[src/rtl/dst_scoreboard_pkg.sv]
// Purpose: opcode and register constants shared by the destination scoreboard.
// Latency: n/a (constants only).
// Backpressure: n/a.
package dst_scoreboard_pkg;

    // Opcodes. R-type ALU ops all share IROP; the function field is irrelevant here.
    localparam logic [5:0] IROP  = 6'b000000;
    localparam logic [5:0] IJAL  = 6'b000011;
    localparam logic [5:0] IBEQ  = 6'b000100;
    localparam logic [5:0] IBNE  = 6'b000101;
    localparam logic [5:0] IADDI = 6'b001000;
    localparam logic [5:0] ISLTI = 6'b001010;
    localparam logic [5:0] IANDI = 6'b001100;
    localparam logic [5:0] IORI  = 6'b001101;
    localparam logic [5:0] ILUI  = 6'b001111;
    localparam logic [5:0] ILW   = 6'b100011;
    localparam logic [5:0] ISW   = 6'b101011;

    // Register 0 doubles as "no destination"; it never takes part in a hazard.
    localparam int RNONE  = 0;
    localparam int REG_RA = 31;

endpackage

[src/rtl/dst_scoreboard_dst_decode.sv]
// Purpose: decode the Decode-stage instruction into ALU/load destinations and source usage.
// Latency: purely combinational.
// Backpressure: none; d_valid = 0 yields no destinations.
// Ports: op/rt/rd/valid in; dst_e, dst_m, rs_used, rt_used out.
module dst_decode
    import dst_scoreboard_pkg::*;
#(
    parameter int REG_W = 5
) (
    input  logic [5:0]       op,
    input  logic [REG_W-1:0] rt,
    input  logic [REG_W-1:0] rd,
    input  logic             valid,
    output logic [REG_W-1:0] dst_e,
    output logic [REG_W-1:0] dst_m,
    output logic             rs_used,
    output logic             rt_used
);

    always_comb begin
        dst_e = REG_W'(RNONE);
        dst_m = REG_W'(RNONE);
        if (valid) begin
            case (op)
                IROP:                             dst_e = rd;
                IADDI, IANDI, IORI, ISLTI, ILUI: dst_e = rt;
                IJAL:                             dst_e = REG_W'(REG_RA);
                ILW:                              dst_m = rt;
                default: ;
            endcase
        end
    end

    always_comb begin
        rs_used = !(op == IJAL || op == ILUI);
        rt_used = (op == IROP) || (op == ISW) || (op == IBEQ) || (op == IBNE);
    end

endmodule

[src/rtl/dst_scoreboard.sv]
// Purpose: track in-flight destinations, produce per-source forward selects and load-use stall.
// Latency: destination visible in stage 0 one cycle after leaving Decode; hazard outputs combinational.
// Backpressure: stall_in freezes every stage; load_use_stall/flush insert a bubble into stage 0.
// Ports: clk, rst_n, D_op/D_rs/D_rt/D_rd/d_valid/stall_in/flush in;
//        d_dstE/d_dstM, fwd_a_sel/fwd_b_sel, load_use_stall, stage_dstE/stage_dstM out.
module dst_scoreboard
    import dst_scoreboard_pkg::*;
#(
    parameter int NUM_STAGES     = 3,
    parameter int LOAD_USE_DEPTH = 1,
    parameter int REG_W          = 5,
    parameter int SEL_W          = $clog2(NUM_STAGES + 1)
) (
    input  logic                        clk,
    input  logic                        rst_n,
    input  logic [5:0]                  D_op,
    input  logic [REG_W-1:0]            D_rs,
    input  logic [REG_W-1:0]            D_rt,
    input  logic [REG_W-1:0]            D_rd,
    input  logic                        d_valid,
    input  logic                        stall_in,
    input  logic                        flush,
    output logic [REG_W-1:0]            d_dstE,
    output logic [REG_W-1:0]            d_dstM,
    output logic [SEL_W-1:0]            fwd_a_sel,
    output logic [SEL_W-1:0]            fwd_b_sel,
    output logic                        load_use_stall,
    output logic [NUM_STAGES*REG_W-1:0] stage_dstE,
    output logic [NUM_STAGES*REG_W-1:0] stage_dstM
);

    logic             rs_used;
    logic             rt_used;
    logic [REG_W-1:0] st_e [NUM_STAGES];
    logic [REG_W-1:0] st_m [NUM_STAGES];

    dst_decode #(.REG_W(REG_W)) u_decode (
        .op      (D_op),
        .rt      (D_rt),
        .rd      (D_rd),
        .valid   (d_valid),
        .dst_e   (d_dstE),
        .dst_m   (d_dstM),
        .rs_used (rs_used),
        .rt_used (rt_used)
    );

    // Source 0 = rs (port A), source 1 = rt (port B).
    logic [REG_W-1:0] src_reg  [2];
    logic             src_used [2];
    logic [SEL_W-1:0] src_sel  [2];
    logic             src_stl  [2];

    assign src_reg[0]  = D_rs;
    assign src_reg[1]  = D_rt;
    assign src_used[0] = rs_used;
    assign src_used[1] = rt_used;

    for (genvar s = 0; s < 2; s++) begin : g_src
        logic [NUM_STAGES-1:0] hit_e;
        logic [NUM_STAGES-1:0] hit_m;
        logic                  live;

        // Register 0 is the "none" marker, so it must never be treated as a match.
        assign live = src_used[s] && (src_reg[s] != REG_W'(RNONE));

        for (genvar i = 0; i < NUM_STAGES; i++) begin : g_stage
            assign hit_e[i] = live && (st_e[i] == src_reg[s]);
            assign hit_m[i] = live && (st_m[i] == src_reg[s]);
        end

        // Youngest match decides; a load still in the unavailable window stalls
        // instead of forwarding, even if an older stage also holds the register.
        always_comb begin
            logic found;
            found      = 1'b0;
            src_sel[s] = '0;
            src_stl[s] = 1'b0;
            for (int i = 0; i < NUM_STAGES; i++) begin
                if (!found && (hit_e[i] || hit_m[i])) begin
                    found = 1'b1;
                    if (hit_m[i] && (i < LOAD_USE_DEPTH)) begin
                        src_stl[s] = 1'b1;
                    end else begin
                        src_sel[s] = SEL_W'(i + 1);
                    end
                end
            end
        end
    end

    assign fwd_a_sel      = src_sel[0];
    assign fwd_b_sel      = src_sel[1];
    assign load_use_stall = d_valid && !flush && (src_stl[0] || src_stl[1]);

    always_ff @(posedge clk or negedge rst_n) begin
        if (!rst_n) begin
            for (int i = 0; i < NUM_STAGES; i++) begin
                st_e[i] <= REG_W'(RNONE);
                st_m[i] <= REG_W'(RNONE);
            end
        end else if (!stall_in) begin
            for (int i = 1; i < NUM_STAGES; i++) begin
                st_e[i] <= st_e[i-1];
                st_m[i] <= st_m[i-1];
            end
            if (load_use_stall || flush) begin
                st_e[0] <= REG_W'(RNONE);
                st_m[0] <= REG_W'(RNONE);
            end else begin
                st_e[0] <= d_dstE;
                st_m[0] <= d_dstM;
            end
        end
    end

    for (genvar i = 0; i < NUM_STAGES; i++) begin : g_flat
        assign stage_dstE[i*REG_W +: REG_W] = st_e[i];
        assign stage_dstM[i*REG_W +: REG_W] = st_m[i];
    end

endmodule

[config.mk]
export PLATFORM = sky130hd
export DESIGN_NAME = dst_scoreboard
export DESIGN_NICKNAME = d
export VERILOG_FILES = /design/src/rtl/dst_scoreboard_pkg.sv /design/src/rtl/dst_scoreboard_dst_decode.sv /design/src/rtl/dst_scoreboard.sv
export SDC_FILE = /design/constraint.sdc
export NUM_CORES = 1
export LEC_CHECK = 0
export CORE_MARGIN = 5
export CORE_UTILIZATION = 25
export DETAILED_ROUTE_END_ITERATION = 8
export GPL_ROUTABILITY_DRIVEN = 0
export PLACE_DENSITY_LB_ADDON = 0.25
export SKIP_LAST_GASP = 1
export SLEW_MARGIN = 20
export SYNTH_ARGS = -nofsm -noshare
export SYNTH_HDL_FRONTEND = slang
export SYNTH_HIERARCHICAL = 1
export SYNTH_SLANG_ARGS = --single-unit
[constraint.sdc]
create_clock -name clk -period 2.7 [get_ports clk]
set_clock_uncertainty 0.05 [all_clocks]
set_input_delay 0.54 -clock clk [delete_from_list [all_inputs] [get_ports clk]]
set_output_delay 0.54 -clock clk [all_outputs]
set_load 0.01 [all_outputs]
==> impl_metrics.prom <==
# TYPE chip_impl_metric gauge
chip_impl_info{name="outcome",value="complete, but fails checks"} 1
chip_impl_info{name="violations",value="setup timing"} 1
chip_impl_metric{name="drt-wirelength-per-cell",unit="um"} 15.8
chip_impl_info{name="synth-main-ff-cell",value="dfrtp_1"} 1
chip_impl_metric{name="postSynth.asyncResetShare",unit="%"} 100
chip_impl_metric{name="wl_met2",unit="um"} 4220
chip_impl_metric{name="via_count",unit=""} 2360
chip_impl_metric{name="holdWs",unit="ns"} 0.572
chip_impl_metric{name="route.met3.wl",unit="um"} 281
chip_impl_info{name="root_buffer",value="clkbuf_8"} 1
chip_impl_metric{name="setup_ws",unit="ns"} -0.118
chip_impl_metric{name="cp_data_arrival_time",unit="ns"} 2.23
chip_impl_metric{name="number_of_warning_messages_in_the_yosys_log",unit=""} 6
chip_impl_metric{name="grt_first_pass_wirelength",unit="um"} 13000
chip_impl_metric{name="max_cap_violations",unit=""} 0
chip_impl_metric{name="detailedRoute.firstPassIterationCount",unit=""} 4
chip_impl_metric{name="ctsLongestPathBuffers",unit=""} 2
chip_impl_metric{name="globalRouteOverflowTotal",unit=""} 0
chip_impl_metric{name="clk_pin_slew",unit="ns"} 0.06
chip_impl_metric{name="fp.dieH",unit="um"} 108
chip_impl_metric{name="postRouteWirelength",unit="um"} 8180
chip_impl_info{name="most-common-layout-cells",value="buf_4, clkdlybuf4s50_1, xnor2_1"} 1
chip_impl_metric{name="part_of_the_yosys_area_used_for_sequential_elements",unit="%"} 31.4
chip_impl_metric{name="final-setup-viol-count",unit=""} 3
chip_impl_info{name="unrepaired_setup_endpoints_after_global_routing",value="yes"} 1
chip_impl_metric{name="final.setup.tns",unit="ns"} -0.208
chip_impl_metric{name="routedLengthMet1",unit="um"} 3570
chip_impl_metric{name="ant_nets",unit=""} 0
chip_impl_metric{name="cp.required",unit="ns"} 2.11
chip_impl_metric{name="max_clock_freq",unit="MHz"} 355
chip_impl_info{name="critPathCaptureType",value="output pin"} 1
chip_impl_metric{name="layout-drive-gt1-share",unit="%"} 38.4
chip_impl_metric{name="number_of_global_route_vias_before_repair",unit=""} 2416
chip_impl_metric{name="number_of_levels_in_the_clock_h_tree",unit=""} 2
chip_impl_metric{name="hold_viol_final",unit=""} 0
chip_impl_metric{name="fin_crit",unit="ns"} 2.82
chip_impl_metric{name="synthDistinctLibCells",unit=""} 48
chip_impl_metric{name="slew_headroom",unit="%"} 64.2
chip_impl_info{name="most_common_cell_after_layout_fill_and_taps_aside",value="buf_4"} 1
chip_impl_info{name="worst_hold_path_class",value="flop to flop"} 1
chip_impl_metric{name="die_w",unit="um"} 108
chip_impl_metric{name="power_leakage",unit="nW"} 1.70
chip_impl_metric{name="detailedPlace.worstSlack",unit="ns"} -0.905
chip_impl_metric{name="placed_cell_area",unit="um2"} 3630
chip_impl_metric{name="fin_total_pwr",unit="mW"} 1.28
chip_impl_metric{name="ys_seq_elements",unit=""} 30
chip_impl_metric{name="dp.cells",unit=""} 493
chip_impl_info{name="uppermost_routed_layer",value="met4"} 1
chip_impl_metric{name="grt_antenna_before_repair",unit=""} 0
chip_impl_metric{name="largest_net_degree_at_the_start_of_global_routing",unit=""} 41
chip_impl_metric{name="start_util",unit="%"} 25.8
chip_impl_metric{name="utilization",unit="%"} 42.3
chip_impl_metric{name="finalMaxSlewViolations",unit=""} 0
chip_impl_metric{name="worst_skew_pair.late_latency",unit="ns"} 0.29
chip_impl_metric{name="timing.critical_path.fanout_max",unit=""} 2
chip_impl_info{name="cts_tree",value="done"} 1
chip_impl_metric{name="dieArea",unit="um2"} 11600
chip_impl_metric{name="post_synthesis_net_count",unit=""} 277
chip_impl_metric{name="netlist_area",unit="um2"} 2390
chip_impl_metric{name="clock_buffers_created_by_tritoncts",unit=""} 5
chip_impl_metric{name="number_of_drc_markers_in_iteration_0",unit=""} 78
chip_impl_metric{name="power.density",unit="nW/um2"} 325
chip_impl_metric{name="floorplan.rows",unit=""} 35
chip_impl_metric{name="area_growth_syn_to_layout",unit="%"} 64.1
chip_impl_metric{name="tritoncts_num_sinks",unit=""} 30
chip_impl_metric{name="design.portCount",unit=""} 71
chip_impl_metric{name="peakVddDrop",unit="mV"} 0.179
chip_impl_metric{name="post_drt_via_cell_ratio",unit=""} 4.56
chip_impl_metric{name="design.final.nets",unit=""} 413
chip_impl_metric{name="grt.total_usage",unit="%"} 14.3
chip_impl_metric{name="final.period_utilization",unit="%"} 104
chip_impl_metric{name="syn_inst",unit=""} 251
chip_impl_info{name="crit_path_start_kind",value="input port"} 1
chip_impl_info{name="criticalPathCategory",value="input port to output pin"} 1
chip_impl_metric{name="final_cells",unit=""} 517
chip_impl_metric{name="coreArea",unit="um2"} 9280
chip_impl_metric{name="antenna-diode-count",unit=""} 0
chip_impl_metric{name="route.detailed.drc",unit=""} 0
chip_impl_metric{name="number_of_buffer_cells_added_on_primary_ports",unit=""} 70
chip_impl_metric{name="design_area",unit="um2"} 3920
chip_impl_metric{name="synth-edff-count",unit=""} 0
chip_impl_metric{name="max_slew.worst_pin.slew",unit="ns"} 0.535
chip_impl_metric{name="worst-r2r-setup-slack",unit="ns"} 0.86
chip_impl_metric{name="post_syn_area_per_cell",unit="um2"} 9.53
chip_impl_metric{name="dpl.hpwl",unit="um"} 6240
## per-layer routing
layer	GRT usage [%]	up-vias
met2	24.7	48
li1	-	1159
met3	2.94	8
met4	3.16	0
met1	18.2	1145
met5	0	-
## power breakdown
| group | internal, mW | switching [mW] | leakage, nW |
|---|---|---|---|
| logic | 0.134 | 0.123 | 1.21 |
| registers | 0.451 | 0.00189 | 0.419 |
| clock network | 0.393 | 0.172 | 0.0714 |
## worst paths after layout
kind | from | to | cells past startpoint
max reg2reg | stage_dstM[3]$_DFFE_PN0N_ | stage_dstM[0]$_DFFE_PN0N_ | 8
min | stage_dstE[12]$_DFFE_PN0N_ | stage_dstE[12]$_DFFE_PN0N_ | 1
min reg2reg | stage_dstE[12]$_DFFE_PN0N_ | stage_dstE[12]$_DFFE_PN0N_ | 1
min in group asynchronous | rst_n | stage_dstM[12]$_DFFE_PN0N_ | 2
max in group asynchronous | rst_n | stage_dstE[0]$_DFFE_PN0N_ | 2
max | D_rs[2] | fwd_a_sel[0] | 7
## layout make-up
| class | instances | area (um2) |
|---|---|---|
| clock inverter | 2 | 60.1 |
| inverter | 11 | 41.3 |
| sequential | 30 | 751 |
| tap | 129 | 161 |
| fill | 939 | 5360 |
| timing repair buffer | 146 | 1250 |
| clock buffer | 6 | 82.6 |
| multi-input combinational | 193 | 1580 |
## state kept, by name, indices dropped and copies added (netlist names)
name / cells
stage_dstM: 15
stage_dstE: 15
## timing repair
item / in CTS / in global routing
hold buffers: 0 / 0
pin swaps: 14 / 11
resized for setup: 87 / 22
gates cloned: 1 / 0
endpoints found under the setup margin: 15 / 14
setup buffers: 11 / 4
## Yosys cell counts (all sizes together), types with 8 or more instances
cell	count	area (um2)
o41ai	10	87.6
xnor2	37	324
mux2	21	236
xor2	23	201
nor2	9	36.3
buf	9	57.6
nand2	18	70.1
inv	11	41.3
nand3	12	60.1
clkbuf	8	40.0
dfrtp	30	751
and2	11	68.8
## critical path: stages
cell     delay (ns)
buf_6          0.09
or4_4          0.54
o21a_4         0.21
and4_4         0.14
or4b_1         0.46
o31ai_1        0.08
buf_2          0.17
## cell families (layout without fill, tap and decap cells)
group,count (synthesis),count (layout),synth area share [%]
mux,22,22,10.3
flops,30,30,31.4
xor+xnor,60,60,22.0
buf+inv,28,165,5.81
simple gates,81,81,19.8
compound gates,30,30,10.7
Power figures use the tool's default switching activity.
==> patch 1: new RTL, same flow settings <==
Set the parameter `NUM_STAGES` to 2 (it was 3).
--- a/src/rtl/dst_scoreboard.sv
+++ b/src/rtl/dst_scoreboard.sv
@@ -8,3 +8,3 @@
 #(
-    parameter int NUM_STAGES     = 3,
+    parameter int NUM_STAGES     = 2,
     parameter int LOAD_USE_DEPTH = 1,
Interface: changed (resized stage_dstE and stage_dstM); port bits go from 71 to 61. No check against the original RTL was run, so the function may have changed too.
==> patch 1 against the unedited design <==
- final area down 22%
- area after synthesis down 24%
- routed wire length down 22%
- sequential cell count down 10
- utilization up 0.47 points
- setup slack better by 130 ps
- die area down 22%
- global-route usage up 0.21 points
- non-clock buffer count down 22
- power down 36%
- critical path depth up 1
- clock power down 45%
- combinational power down 19%
- hold slack worse by 13 ps
- largest cell class unchanged
==> patch 1: results <==
{
  "multi_input_gates": 140,
  "grt_max_degree": 23,
  "synth_compound_area_frac": 0.152,
  "rrSetupSlack_ps": 930,
  "drive_gt1_frac": 0.448,
  "seq_area_um2": 500,
  "dr_total_vias": 1812,
  "status": "finished, final reports clean",
  "r2r-start": "stage_dstM[4]$_DFFE_PN0N_",
  "track_usage": 0.145,
  "grt_use_met1": 0.187,
  "power_switching_mw": 0.217,
  "buffers_excl_clock": 124,
  "endpoint": "fwd_b_sel[1]",
  "reg2reg_depth": 6,
  "synth-seq-area-share": 0.275,
  "dr_wl_met3_um": 262,
  "nNetsFinal": 326,
  "hold_path.class": "in -> async",
  "nClkBuffers": 3,
  "ys_types": 41,
  "multi_input_area_share": 0.431,
  "startpoint": "D_rt[4]",
  "core_area_um2": 7180,
  "totalWireLength_mm": 6.34,
  "dp.final_hpwl_mm": 4.86,
  "placed_cell_area_um2": 2840,
  "synth_area_leaders": "dfrtp_1 (28%), xnor2_1 (11%), xor2_1 (8.7%)",
  "clkCellAreaFrac": 0.0233,
  "syn_nets": 213,
  "drt-initial-drc-count": 73,
  "slew_headroom": 0.668,
  "vdd_drop_max_mv": 0.162,
  "regToRegEndpoint": "stage_dstM[1]$_DFFE_PN0N_",
  "synthMuxAreaShare": 0.0736,
  "met2_usage": 0.253,
  "grt_use_met3": 0.0308,
  "cts.clk_slew.worst_paths_ps": 80,
  "p_comb_mw": 0.207,
  "cts_max_level": 1,
  "met1Wirelength_mm": 2.89,
  "grt_pass1_vias": 1959,
  "clock_latency_ps": 270,
  "arrival_ps": 2100,
  "grt_first_pass_wirelength_mm": 10.3,
  "synthTopCellsByCount": "xnor2_1 (22), dfrtp_1 (20), xor2_1 (18)",
  "synth-xor-area-share": 0.193
}
==> patch 1: per-stage QoR <==
stage | util | std cells | hold WS [ps] | setup TNS, ps | setup slack, ps
2_1_floorplan | - | 187 | 194 | 0 | 42.0
3_3_place_gp | 0.396 | 382 | 548 | -8270 | -778
3_5_place_dp | 0.396 | 382 | 564 | -8460 | -805
4_1_cts | 0.425 | 396 | 571 | -1.20 | -1.20
5_1_grt | 0.427 | 398 | 584 | -95.0 | -51.1
6_report | 0.427 | 398 | 558 | 0 | 7.13
==> patch 1: worst max-delay path, stage by stage <==
cell	delay, ps
buf_6	90
or4_4	540
o21ai_4	180
buf_6	130
nor4_4	30
buf_4	150
nor4_4	260
buf_2	170
==> patch 1: what timing repair did <==
item | in CTS | in global routing
setup endpoints to repair | 15 | 9
gates resized for setup | 91 | 23
pin swaps | 18 | 9
buffers inserted | 10 | 4
==> patch 2: new RTL, same flow settings <==
Without the edit above. Set the parameter `LOAD_USE_DEPTH` to 0 (it was 1).
--- a/src/rtl/dst_scoreboard.sv
+++ b/src/rtl/dst_scoreboard.sv
@@ -9,3 +9,3 @@
     parameter int NUM_STAGES     = 3,
-    parameter int LOAD_USE_DEPTH = 1,
+    parameter int LOAD_USE_DEPTH = 0,
     parameter int REG_W          = 5,
Formal check against the unedited RTL: not equivalent (a bounded check fails within 4 cycles, from zero or initial values and one cycle with rst_n low).
==> patch 2 against the unedited design <==
- final area shrank 5.3%
- sequential cell count did not move
- first-iteration DRC count down 12%
- power decreased by 15%
- synthesized cell count decreased by 2.8%
- global-route usage decreased by 0.87 points
- count of clock-buffer cells in the layout increased by 1
- setup slack improved by 170 ps
- area after synthesis shrank 1.4%
- routed wire length is 11% lower
==> patch 2: results <==
{
  "startpoint": "D_rs[1]",
  "dp.cells": 471,
  "status": "finished, final reports clean",
  "grt_use_met3": 0.0409,
  "rrSetupSlack_ps": 1770,
  "grt_use_met1": 0.169,
  "dp.final_hpwl_mm": 5.68,
  "regToRegEndpoint": "stage_dstE[7]$_DFFE_PN0N_",
  "met2_usage": 0.219,
  "nClkBuffers": 7,
  "syn_inst": 244,
  "nNetsFinal": 384,
  "buffer_area_frac": 0.303,
  "fin_area_um2": 3720,
  "synthMuxAreaShare": 0.105,
  "dp_slack_ps": -653,
  "grt_first_pass_wirelength_mm": 12.3,
  "slowest_delay_ps": 470,
  "wl_per_cell_um": 14.9,
  "dr_total_vias": 2173,
  "totalWireLength_mm": 7.27,
  "drive_gt1_frac": 0.345,
  "synth_area_leaders": "dfrtp_1 (32%), xnor2_1 (16%), mux2_2 (10%)",
  "crit_fanout": 7,
  "met2WireLength_mm": 3.36,
  "dieArea_um2": 11500,
  "track_usage": 0.134,
  "drt-initial-drc-count": 69,
  "fillCellCount": 934
}
[patch 2: cell types whose count changed in the layout (fill, tap and decap cells not counted), moves of 7 or more]
| cell | change |
|---|---|
| o21ai_0 | +8 |
| buf_4 | -29 |
| o41ai_1 | -10 |
| xor2_1 | -7 |
| nand2b_1 | +9 |
| inv_1 | -10 |
[patch 2: critical path, delay by kind of cell]
kind	cells	cell delay [ps]
compound gates	1	190
xor+xnor	1	120
buf+inv	3	780
simple gates	3	440
[patch 2: stage by stage]
| stage | hold slack (ps) | power, mW |
|---|---|---|
| 3_3_place_gp | 545 | 0.698 |
| 5_1_grt | 593 | 1.13 |
| 6_report | 562 | 1.08 |
| 2_1_floorplan | 194 | 0.586 |
| 3_5_place_dp | 546 | 0.700 |
| 4_1_cts | 561 | 1.09 |
[patch 2: timing repair]
item                       CTS  global route
pin swaps                   16            11
hold buffers                 0             0
resized for setup           77            16
setup endpoints to repair   14            14
setup buffers                7             2
